--- config.mk ---
export PLATFORM = sky130hd
export DESIGN_NAME = gnrl_bitstr_enc_flat
export DESIGN_NICKNAME = d
export VERILOG_FILES = /design/src/rtl/gnrl_bitstr_enc_if.sv /design/src/rtl/gnrl_bitstr_enc.sv /design/src/flat_wrapper.sv
export SDC_FILE = /design/constraint.sdc
export NUM_CORES = 1
export LEC_CHECK = 0
export CELL_PAD_IN_SITES_DETAIL_PLACEMENT = 0
export CELL_PAD_IN_SITES_GLOBAL_PLACEMENT = 1
export CORE_AREA = 2 2 109 85
export CTS_BUF_LIST = sky130_fd_sc_hd__clkbuf_4 sky130_fd_sc_hd__clkbuf_8 sky130_fd_sc_hd__clkbuf_16
export CTS_CLUSTER_SIZE = 14
export DETAILED_ROUTE_END_ITERATION = 10
export DIE_AREA = 0 0 111 87
export PLACE_DENSITY = 0.79
export SLEW_MARGIN = 20
export SYNTH_ARGS = -nofsm -noshare
export SYNTH_HDL_FRONTEND = slang
export SYNTH_SLANG_ARGS = --single-unit
--- constraint.sdc ---
create_clock -name clk -period 2.1 [get_ports clk]
set_input_delay 0.42 -clock clk [delete_from_list [all_inputs] [get_ports clk]]
set_output_delay 0.42 -clock clk [all_outputs]
set_load 0.005 [all_outputs]
--- src/rtl/gnrl_bitstr_enc_if.sv ---
// ---------------------------------------------------------------------------
// gnrl_bitstr_enc_if
// Bundles the control, serial input and FIFO write signals of the run-length
// encoder so the encoder and its driver connect through one port.
//
//   start      begin a capture (honoured only while the encoder is idle)
//   stop       end a capture and flush the partial run
//   bitstr_in  serial level being encoded, sampled every clock
//   fifo_full  downstream FIFO cannot accept a word this cycle
//   wr_en      one-cycle FIFO write strobe
//   wr_data    encoded word {level, run count}
//   busy       encoder is capturing or flushing
//   d_end      one-cycle pulse once the final word of a capture is out
//   overflow   sticky flag: at least one word was dropped on a full FIFO
//
// The master modport drives the controls and watches the results.
// The slave modport is the encoder itself.
// ---------------------------------------------------------------------------
`timescale 1ns/1ps
interface gnrl_bitstr_enc_if #(
   parameter int BUS_WIDTH = 32
);
   logic                 start;
   logic                 stop;
   logic                 bitstr_in;
   logic                 fifo_full;
   logic                 wr_en;
   logic [BUS_WIDTH-1:0] wr_data;
   logic                 busy;
   logic                 d_end;
   logic                 overflow;

   modport master (
      output start, stop, bitstr_in, fifo_full,
      input  wr_en, wr_data, busy, d_end, overflow
   );

   modport slave (
      input  start, stop, bitstr_in, fifo_full,
      output wr_en, wr_data, busy, d_end, overflow
   );
endinterface

--- src/rtl/gnrl_bitstr_enc.sv ---
// ---------------------------------------------------------------------------
// gnrl_bitstr_enc
// Run-length encoder for a serial bit stream. While capturing, it turns each
// run of equal levels into a word {level, count}, where count is the number
// of clocks the level was held (always >= 1). Runs longer than the count
// field can hold are split into full-scale words with no cycles lost.
//
//   clk   system clock, all state changes on the rising edge
//   rst   asynchronous active-high reset
//   bus   gnrl_bitstr_enc_if slave port (controls, serial input, FIFO side)
//
// Words leave through a registered one-cycle write strobe. If the FIFO is
// full when a word is produced, that word is dropped, the sticky overflow
// flag is set, and encoding carries on without stalling.
// ---------------------------------------------------------------------------
`timescale 1ns/1ps
module gnrl_bitstr_enc #(
   parameter int BUS_WIDTH = 32
) (
   input  logic              clk,
   input  logic              rst,
   gnrl_bitstr_enc_if.slave  bus
);

   localparam int               CNT_W   = BUS_WIDTH - 1;
   localparam logic [CNT_W-1:0] CNT_MAX = '1;
   localparam logic [CNT_W-1:0] CNT_ONE = CNT_W'(1);

   typedef enum logic [1:0] {
      IDLE,
      RUN,
      FLUSH,
      DONE
   } state_t;

   state_t               state_q,     state_d;
   logic                 first_q,     first_d;
   logic                 cur_level_q, cur_level_d;
   logic [CNT_W-1:0]     count_q,     count_d;
   logic                 wr_en_q,     wr_en_d;
   logic [BUS_WIDTH-1:0] wr_data_q,   wr_data_d;
   logic                 busy_q,      busy_d;
   logic                 d_end_q,     d_end_d;
   logic                 overflow_q,  overflow_d;

   logic                 emit;

   // Next-state and output computation for the whole encoder.
   // first_q marks the opening RUN cycle, which only seeds the run.
   // A STOP before that seed leaves count at zero, and a zero count is
   // never flushed because a word always stands for at least one cycle.
   // The flush word is registered on the STOP edge so that a run-end word
   // detected one cycle earlier and the flush word go out back to back.
   always_comb begin
      state_d     = state_q;
      first_d     = first_q;
      cur_level_d = cur_level_q;
      count_d     = count_q;
      wr_en_d     = 1'b0;
      wr_data_d   = wr_data_q;
      d_end_d     = 1'b0;
      overflow_d  = overflow_q;
      emit        = 1'b0;

      case (state_q)
         IDLE: begin
            if (bus.start && !bus.stop) begin
               state_d    = RUN;
               first_d    = 1'b1;
               count_d    = '0;
               overflow_d = 1'b0;
            end
         end
         RUN: begin
            if (bus.stop) begin
               state_d = FLUSH;
               emit    = (count_q != '0);
            end else if (first_q) begin
               first_d     = 1'b0;
               cur_level_d = bus.bitstr_in;
               count_d     = CNT_ONE;
            end else if (bus.bitstr_in != cur_level_q) begin
               emit        = 1'b1;
               cur_level_d = bus.bitstr_in;
               count_d     = CNT_ONE;
            end else if (count_q == CNT_MAX) begin
               emit    = 1'b1;
               count_d = CNT_ONE;
            end else begin
               count_d = count_q + CNT_ONE;
            end
         end
         FLUSH: begin
            state_d = DONE;
            d_end_d = 1'b1;
         end
         DONE: begin
            state_d = IDLE;
         end
         default: begin
            state_d = IDLE;
         end
      endcase

      // The word always describes the run as it stood before this edge.
      if (emit) begin
         if (bus.fifo_full) begin
            overflow_d = 1'b1;
         end else begin
            wr_en_d   = 1'b1;
            wr_data_d = {cur_level_q, count_q};
         end
      end

      busy_d = (state_d == RUN) || (state_d == FLUSH);
   end

   // State and registered outputs; reset clears everything at once.
   always_ff @(posedge clk or posedge rst) begin
      if (rst) begin
         state_q     <= IDLE;
         first_q     <= 1'b0;
         cur_level_q <= 1'b0;
         count_q     <= '0;
         wr_en_q     <= 1'b0;
         wr_data_q   <= '0;
         busy_q      <= 1'b0;
         d_end_q     <= 1'b0;
         overflow_q  <= 1'b0;
      end else begin
         state_q     <= state_d;
         first_q     <= first_d;
         cur_level_q <= cur_level_d;
         count_q     <= count_d;
         wr_en_q     <= wr_en_d;
         wr_data_q   <= wr_data_d;
         busy_q      <= busy_d;
         d_end_q     <= d_end_d;
         overflow_q  <= overflow_d;
      end
   end

   assign bus.wr_en    = wr_en_q;
   assign bus.wr_data  = wr_data_q;
   assign bus.busy     = busy_q;
   assign bus.d_end    = d_end_q;
   assign bus.overflow = overflow_q;

endmodule

--- src/flat_wrapper.sv ---
// flat-port wrapper written by rule: the top's interface ports become plain ports
module gnrl_bitstr_enc_flat 
#(
   parameter int BUS_WIDTH = 32
)
  (clk, rst, bus_start, bus_stop, bus_bitstr_in, bus_fifo_full, bus_wr_en, bus_wr_data, bus_busy, bus_d_end, bus_overflow);
  gnrl_bitstr_enc_if #(.BUS_WIDTH(BUS_WIDTH)) bus_i ();
  input  logic clk;
  input  logic rst;
  input wire logic [$bits(bus_i.start)-1:0] bus_start;
  input wire logic [$bits(bus_i.stop)-1:0] bus_stop;
  input wire logic [$bits(bus_i.bitstr_in)-1:0] bus_bitstr_in;
  input wire logic [$bits(bus_i.fifo_full)-1:0] bus_fifo_full;
  output wire logic [$bits(bus_i.wr_en)-1:0] bus_wr_en;
  output wire logic [$bits(bus_i.wr_data)-1:0] bus_wr_data;
  output wire logic [$bits(bus_i.busy)-1:0] bus_busy;
  output wire logic [$bits(bus_i.d_end)-1:0] bus_d_end;
  output wire logic [$bits(bus_i.overflow)-1:0] bus_overflow;
  assign bus_i.start = bus_start;
  assign bus_i.stop = bus_stop;
  assign bus_i.bitstr_in = bus_bitstr_in;
  assign bus_i.fifo_full = bus_fifo_full;
  assign bus_wr_en = bus_i.wr_en;
  assign bus_wr_data = bus_i.wr_data;
  assign bus_busy = bus_i.busy;
  assign bus_d_end = bus_i.d_end;
  assign bus_overflow = bus_i.overflow;
  gnrl_bitstr_enc #(.BUS_WIDTH(BUS_WIDTH)) u_core (.clk(clk), .rst(rst), .bus(bus_i));
endmodule
==> run_results.csv <==
group,metric,value,unit
layout,finish.net_count,397,
logic_synthesis,synthCells,286,
place,half_perimeter_wire_length_of_the_detailed_placement_result,5100,µm
place,dp.cells,482,
logic_synthesis,synthesis.area_per_instance,11.4,µm²
layout,fill_cells,729,
drt,drt_pass_1_iters,4,
sta,timing.final.setup_violations,19,
floorplanning,initial_utilization,0.376,
sta,rsz0062_at_grt,"true",
place,gp_routability_congestion,0.815,
sta,worst_clock_skew,0.00684,ns
flow_run,max-cap-violations,0,
clocking,cts.htree.levels,3,
global_route,via_count_of_the_first_global_routing_pass,2510,
layout,antenna-diode-count,0,
clocking,number_of_clock_sinks,71,
global_route,grt_pass1_wl,12300,µm
layout,fin_area,4840,µm²
worst_setup_path,worstSetupStartpointType,"flip-flop",
sta,fin_crit_sh,1.01,
logic_synthesis,sequential_area_share_after_synthesis,0.545,
drt,detailedRoute.firstIterationViolations,132,
floorplanning,placementRows,30,
place,port_buffers,41,
floorplanning,floorplan_core_area,8670,µm²
layout,layout-drive-gt1-share,0.355,
logic_synthesis,ys_types,39,
sta,timing_max_transition_violations_final,0,
layout,layout.cells.non_filler,506,
floorplanning,io-pin-count,42,
sta,timing.max_slew.rel_slack,0.501,
clocking,tritoncts,"done",
clocking,cts_inserted_buffers,9,
drt,vias,2553,
power_and_ir_drop,p_per_area,856,nW/µm²
drt,remaining_drc_errors,0,
logic_synthesis,syn_nets,294,
global_route,grt_antenna_before_repair,0,
logic_synthesis,yosysWarnings,0,
drt,avgRoutedWirePerCell,16.2,µm
layout,area_growth,48.4,%
drt,detailed_route_vias_per_instance,5.05,
drt,ant_nets,0,
worst_setup_path,critPathArrivalTime,2.34,ns
floorplanning,die_width,111,µm
clocking,clockRootBuffer,"sky130_fd_sc_hd__clkbuf_16",
worst_setup_path,top_fanout_value_on_the_critical_path,9,
sta,fmax,0.471,GHz
sta,max_slew.worst_pin.slew,0.741,ns
worst_setup_path,worstSetupEndpointType,"flip-flop",
logic_synthesis,synthesis.area,3260,µm²
sta,finalHoldViolations,0,
floorplanning,dieArea,9660,µm²
clocking,cts.clk_slew.worst_paths,0.05,ns
sta,final.setup.tns,-0.198,ns
status,violated_checks,"negative setup slack",
hold_path,hp-class,"reg2reg",
power_and_ir_drop,leakage_power,2.16,nW
drt,routed_wirelength,8200,µm
status,status,"complete, but fails checks",
floorplanning,die_height,87,µm
sta,min_period,2.12,ns
clocking,clk_latency,0.34,ns
clocking,clock_path_buffers,2,
place,post_dp_cell_area,4170,µm²
logic_synthesis,ys_ff_latch,71,
global_route,globalRoute.totalOverflow,0,
global_route,maximum_number_of_pins_on_one_net_before_global_route_repair,72,
sta,finalWorstSetupSlack,-0.0215,ns
worst_setup_path,critPathRequiredTime,2.32,ns
power_and_ir_drop,ir_worst_vdd,532,µV
worst_setup_path,critPathKind,"reg2reg",
global_route,grt_use_total,0.165,
[cell usage in the layout, fill, tap and decap left out, types with 3 or more instances in the layout]
master	synthesis	routed
sky130_fd_sc_hd__buf_4	0	52
sky130_fd_sc_hd__and3_1	5	4
sky130_fd_sc_hd__clkdlybuf4s50_1	0	41
sky130_fd_sc_hd__nor2b_1	3	3
sky130_fd_sc_hd__clkbuf_16	0	11
sky130_fd_sc_hd__nor4_4	1	3
sky130_fd_sc_hd__nand3_1	14	11
sky130_fd_sc_hd__mux2_2	31	8
sky130_fd_sc_hd__nand4_1	10	10
sky130_fd_sc_hd__buf_12	0	3
sky130_fd_sc_hd__xnor2_1	19	19
sky130_fd_sc_hd__nor4_2	1	5
sky130_fd_sc_hd__inv_1	9	8
sky130_fd_sc_hd__xor2_1	6	6
sky130_fd_sc_hd__a21oi_1	3	3
sky130_fd_sc_hd__o21ai_0	5	5
sky130_fd_sc_hd__nor3_1	10	8
sky130_fd_sc_hd__dfrtp_1	71	70
sky130_fd_sc_hd__nor4_1	11	5
sky130_fd_sc_hd__or3_1	4	3
sky130_fd_sc_hd__nand2_1	11	11
sky130_fd_sc_hd__mux2_4	0	25
sky130_fd_sc_hd__nor2_1	35	33
[cells by family (layout without fill, tap and decap cells)]
logic type / count (synthesis) / count (layout) / synth area share
AOI/OAI and AO/OA: 18 / 18 / 0.0396
xor gates and xnor gates: 25 / 25 / 0.0672
DFF: 71 / 71 / 0.545
muxes: 33 / 33 / 0.114
and+or+nand+nor: 118 / 118 / 0.196
buffers and inverters: 19 / 127 / 0.0303
adders and majority gates: 2 / 2 / 0.00768
[path summary, 6_finish.rpt]
| check | from | endpoint | slack (ns) | cells past startpoint |
|---|---|---|---|---|
| worst max-delay path | u_core.count_q[17] | u_core.bus.wr_data[10] | -0.02 | 7 |
| worst min-delay path | u_core.bus.wr_data[9] | u_core.bus.wr_data[9] | 0.51 | 1 |
| worst max register to register | u_core.count_q[17] | u_core.bus.wr_data[10] | -0.02 | 7 |
| worst min register to register | u_core.bus.wr_data[9] | u_core.bus.wr_data[9] | 0.51 | 1 |
| max in group asynchronous | rst | u_core.count_q[9] | 1.26 | 3 |
| min in group asynchronous | rst | u_core.bus.wr_en | 0.53 | 3 |
[stage by stage]
step           setup slack, ns  utilization  hold slack [ns]  power [mW]
2_1_floorplan          -0.0962            -            0.483        2.08
3_3_place_gp            -0.356        0.481            0.479        2.50
3_5_place_dp            -0.358        0.481            0.476        2.52
4_1_cts                -0.0133        0.515            0.499        3.97
5_1_grt                 -0.103        0.558            0.531        4.36
6_report               -0.0215        0.558            0.507        4.14
[final cells by class]
cell class	instances	area, µm²	share of cell area
Multi-Input combinational cell	196	1640	0.339
Clock inverter	3	17.5	0.00362
Timing Repair Buffer	102	953	0.197
Sequential cell	71	1780	0.368
Inverter	9	37.5	0.00776
Tap cell	112	140	0.0290
Clock buffer	13	268	0.0554
[metal layers]
metal  track usage  vias to the layer above  wire, µm
met3        0.0501                       12       457
met1         0.227                     1266      3860
met4        0.0716                        0       135
li1              -                     1215         -
met2         0.242                       60      3750
met5             0                        -         0
[where the power goes]
part	total, mW	switching (mW)	internal (mW)
clock	1.43	0.549	0.885
combinational	1.09	0.487	0.606
sequential	1.61	0.107	1.51
total	4.14	1.14	3.00
[critical path, cell delays in order, from the launching register on]
cell,delay [ns]
sky130_fd_sc_hd__dfrtp_1,0.39
sky130_fd_sc_hd__nand3_4,0.11
sky130_fd_sc_hd__nor4_4,0.36
sky130_fd_sc_hd__a41oi_4,0.17
sky130_fd_sc_hd__nor4_4,0.28
sky130_fd_sc_hd__buf_6,0.19
sky130_fd_sc_hd__buf_8,0.15
sky130_fd_sc_hd__mux2_2,0.34
[what timing repair did]
item                       CTS  global route
pin swaps                    1            11
setup buffers                0             4
gates resized for setup      2            58
cloned                       0             4
setup endpoints to repair   33            42
hold buffers                 0             0
[sequential cells by signal, summed over array words and instances (netlist names)]
name and flops:
u_core.bus.busy 1, u_core.bus.d_end 1, u_core.bus.overflow 1, u_core.bus.wr_data 32
u_core.bus.wr_en 1, u_core.count_q 31, u_core.cur_level_q 1, u_core.first_q 1
u_core.state_q 2
[cell usage after synthesis, drive strengths merged]
cell type / count / area share
o21ai: 5 / 0.0077
a21oi: 4 / 0.0073
mux2: 33 / 0.11
nand2: 11 / 0.013
nand4: 10 / 0.019
a31oi: 2 / 0.0038
o21bai: 1 / 0.0023
ha: 2 / 0.0077
dfrtp: 71 / 0.55
or2: 2 / 0.0038
nand2b: 2 / 0.0038
nand3: 14 / 0.022
nand3b: 2 / 0.0046
nor4b: 2 / 0.0054
xor2: 6 / 0.016
a41oi: 2 / 0.0077
a21o: 1 / 0.0023
o21ba: 1 / 0.0031
nor2: 35 / 0.040
clkbuf: 3 / 0.0035
a22o: 2 / 0.0054
and2: 1 / 0.0019
buf: 7 / 0.017
nor3: 11 / 0.020
or3: 4 / 0.0077
inv: 9 / 0.010
nor2b: 3 / 0.0058
and4: 2 / 0.0054
and3: 5 / 0.0096
xnor2: 19 / 0.051
or4: 1 / 0.0023
nor4: 13 / 0.031
(Power assumes the default switching activity.)
==> edit (same flow settings) <==
`BUS_WIDTH` is set to 32 in 3 places; all go to 48.
--- a/src/rtl/gnrl_bitstr_enc_if.sv
+++ b/src/rtl/gnrl_bitstr_enc_if.sv
@@ -20,3 +20,3 @@
 interface gnrl_bitstr_enc_if #(
-   parameter int BUS_WIDTH = 32
+   parameter int BUS_WIDTH = 48
 );
--- a/src/rtl/gnrl_bitstr_enc.sv
+++ b/src/rtl/gnrl_bitstr_enc.sv
@@ -17,3 +17,3 @@
 module gnrl_bitstr_enc #(
-   parameter int BUS_WIDTH = 32
+   parameter int BUS_WIDTH = 48
 ) (
--- a/src/flat_wrapper.sv
+++ b/src/flat_wrapper.sv
@@ -3,3 +3,3 @@
 #(
-   parameter int BUS_WIDTH = 32
+   parameter int BUS_WIDTH = 48
 )
Interface: changed (resized bus_wr_data); port bits go from 42 to 58. The function was not compared with the original's and may differ.
==> edit against the original RTL <==
  * The flow still finishes with violations (setup timing)
  * Design area is 47% higher
  * Wire length increased by 67%
  * Utilization grew 26 points
  * Worst setup slack lost 0.19 ns
  * Sequential cell count increased by 32
  * Combinational power increased by 66%
  * Area after synthesis rose by 46%
  * Sequential power increased by 41%
  * Power grew 42%
  * Critical path type unchanged
==> edit: results (changes against the original RTL) <==
set qor(status) {finished, violations left}
set qor(violations) {setup timing}
set qor(final_cells) 712 ;# +41%
set qor(finalWirelength_um) 13700 ;# +67%
set qor(hold_start) {u_core.bus.wr_data[31]}
set qor(drt_first_iter_violations) 303 ;# +130%
set qor(num-fill-cells) 520 ;# -29%
set qor(skew_ns) 0.00692 ;# +0.0000801 ns
set qor(cp_max_fo) 7 ;# -2
set qor(detailedRoute.firstPassIterationCount) 5 ;# +1
set qor(final_hold_slack_ns) 0.504 ;# -0.00304 ns
set qor(drt_met1_wl_um) 6140 ;# +59%
set qor(ys_top_cells_by_count) {sky130_fd_sc_hd__dfrtp_1 (103), sky130_fd_sc_hd__nor2_1 (42), sky130_fd_sc_hd__mux2_2 (40)}
set qor(worst_path_max_delay_cell) {sky130_fd_sc_hd__nor4_1}
set qor(grt_pass1_wl_um) 20100 ;# +64%
set qor(reg2regPathDepth) 8 ;# +1
set qor(placed_cell_area_sq_um) 6130 ;# +47%
set qor(setup_viol_count_final) 71 ;# +52
set qor(timing_worst_slew_pin_value_ns) 0.548 ;# -0.193 ns
set qor(setup_total_negative_slack_ns) -8.90 ;# -8.70 ns
set qor(power.share.sequential_pct) 38.7 ;# -0.3 points
set qor(syn-mean-instance-area_sq_um) 11.2 ;# -2.0%
set qor(stage_delay_of_the_slowest_cell_on_the_critical_path_ns) 0.46 ;# +0.07 ns
set qor(grt.met1_usage_pct) 37.5 ;# +15 points
set qor(leakage_power_of_the_design_uw) 0.00335 ;# +55%
set qor(min_delay_worst_endpoint) {u_core.bus.wr_data[31]}
set qor(netlist-cell-type-count) 47 ;# +21%
set qor(grtUsageMet3_pct) 5.50 ;# +0.49 points
set qor(launching_element_of_the_worst_setup_path) {u_core.count_q[44]}
set qor(globalRouteMet2Util_pct) 42.8 ;# +19 points
set qor(dpl.hpwl_um) 8270 ;# +62%
set qor(detailroute.via_count) 4093 ;# +60%
set qor(layout-drive-gt1-share_pct) 39.5 ;# +4.0 points
set qor(place_ws_ns) -1.01 ;# -0.648 ns
set qor(regToRegStartpoint) {u_core.count_q[44]}
set qor(met2WireLength_um) 6640 ;# +77%
set qor(post-route-worst-setup-slack_ns) -0.214 ;# -0.192 ns
set qor(clock_input_transition_at_the_sequential_cells_of_the_worst_setup_and_hold_paths_ns) 0.07 ;# +0.02 ns
set qor(p_seq_uw) 2270 ;# +41%
set qor(powerClk_uw) 1790 ;# +25%
set qor(finish.net_count) 603 ;# +52%
set qor(dp.cells) 671 ;# +39%
set qor(ir_drop_mv) 0.824 ;# +55%
## edit: logic make-up after synthesis
| family | after synthesis | synth area share, % |
|---|---|---|
| AND/OR/NAND/NOR | 172 | 19.7 |
| flip-flops | 103 | 54.3 |
| multiplexers | 49 | 11.6 |
| AO/OA/AOI/OAI | 40 | 5.46 |
| XOR/XNOR | 31 | 5.72 |
| buffers and inverters | 28 | 2.69 |
| adder cells (fa/ha/maj) | 2 | 0.527 |
## edit: layout make-up
class,instances,area share [%]
Sequential cell,103,36.2
Clock buffer,9,3.16
Timing Repair Buffer,174,22.8
Inverter,13,0.737
Tap cell,112,1.97
Multi-Input combinational cell,294,33.8
Clock inverter,7,1.35
## edit: timing repair
item                                    4_1_cts  5_1_grt
cloned                                        1        5
gates resized for setup                      36       65
pin swaps                                     9       25
endpoints found under the setup margin       60       90
setup buffers                                 9       12
hold buffers                                  0        0
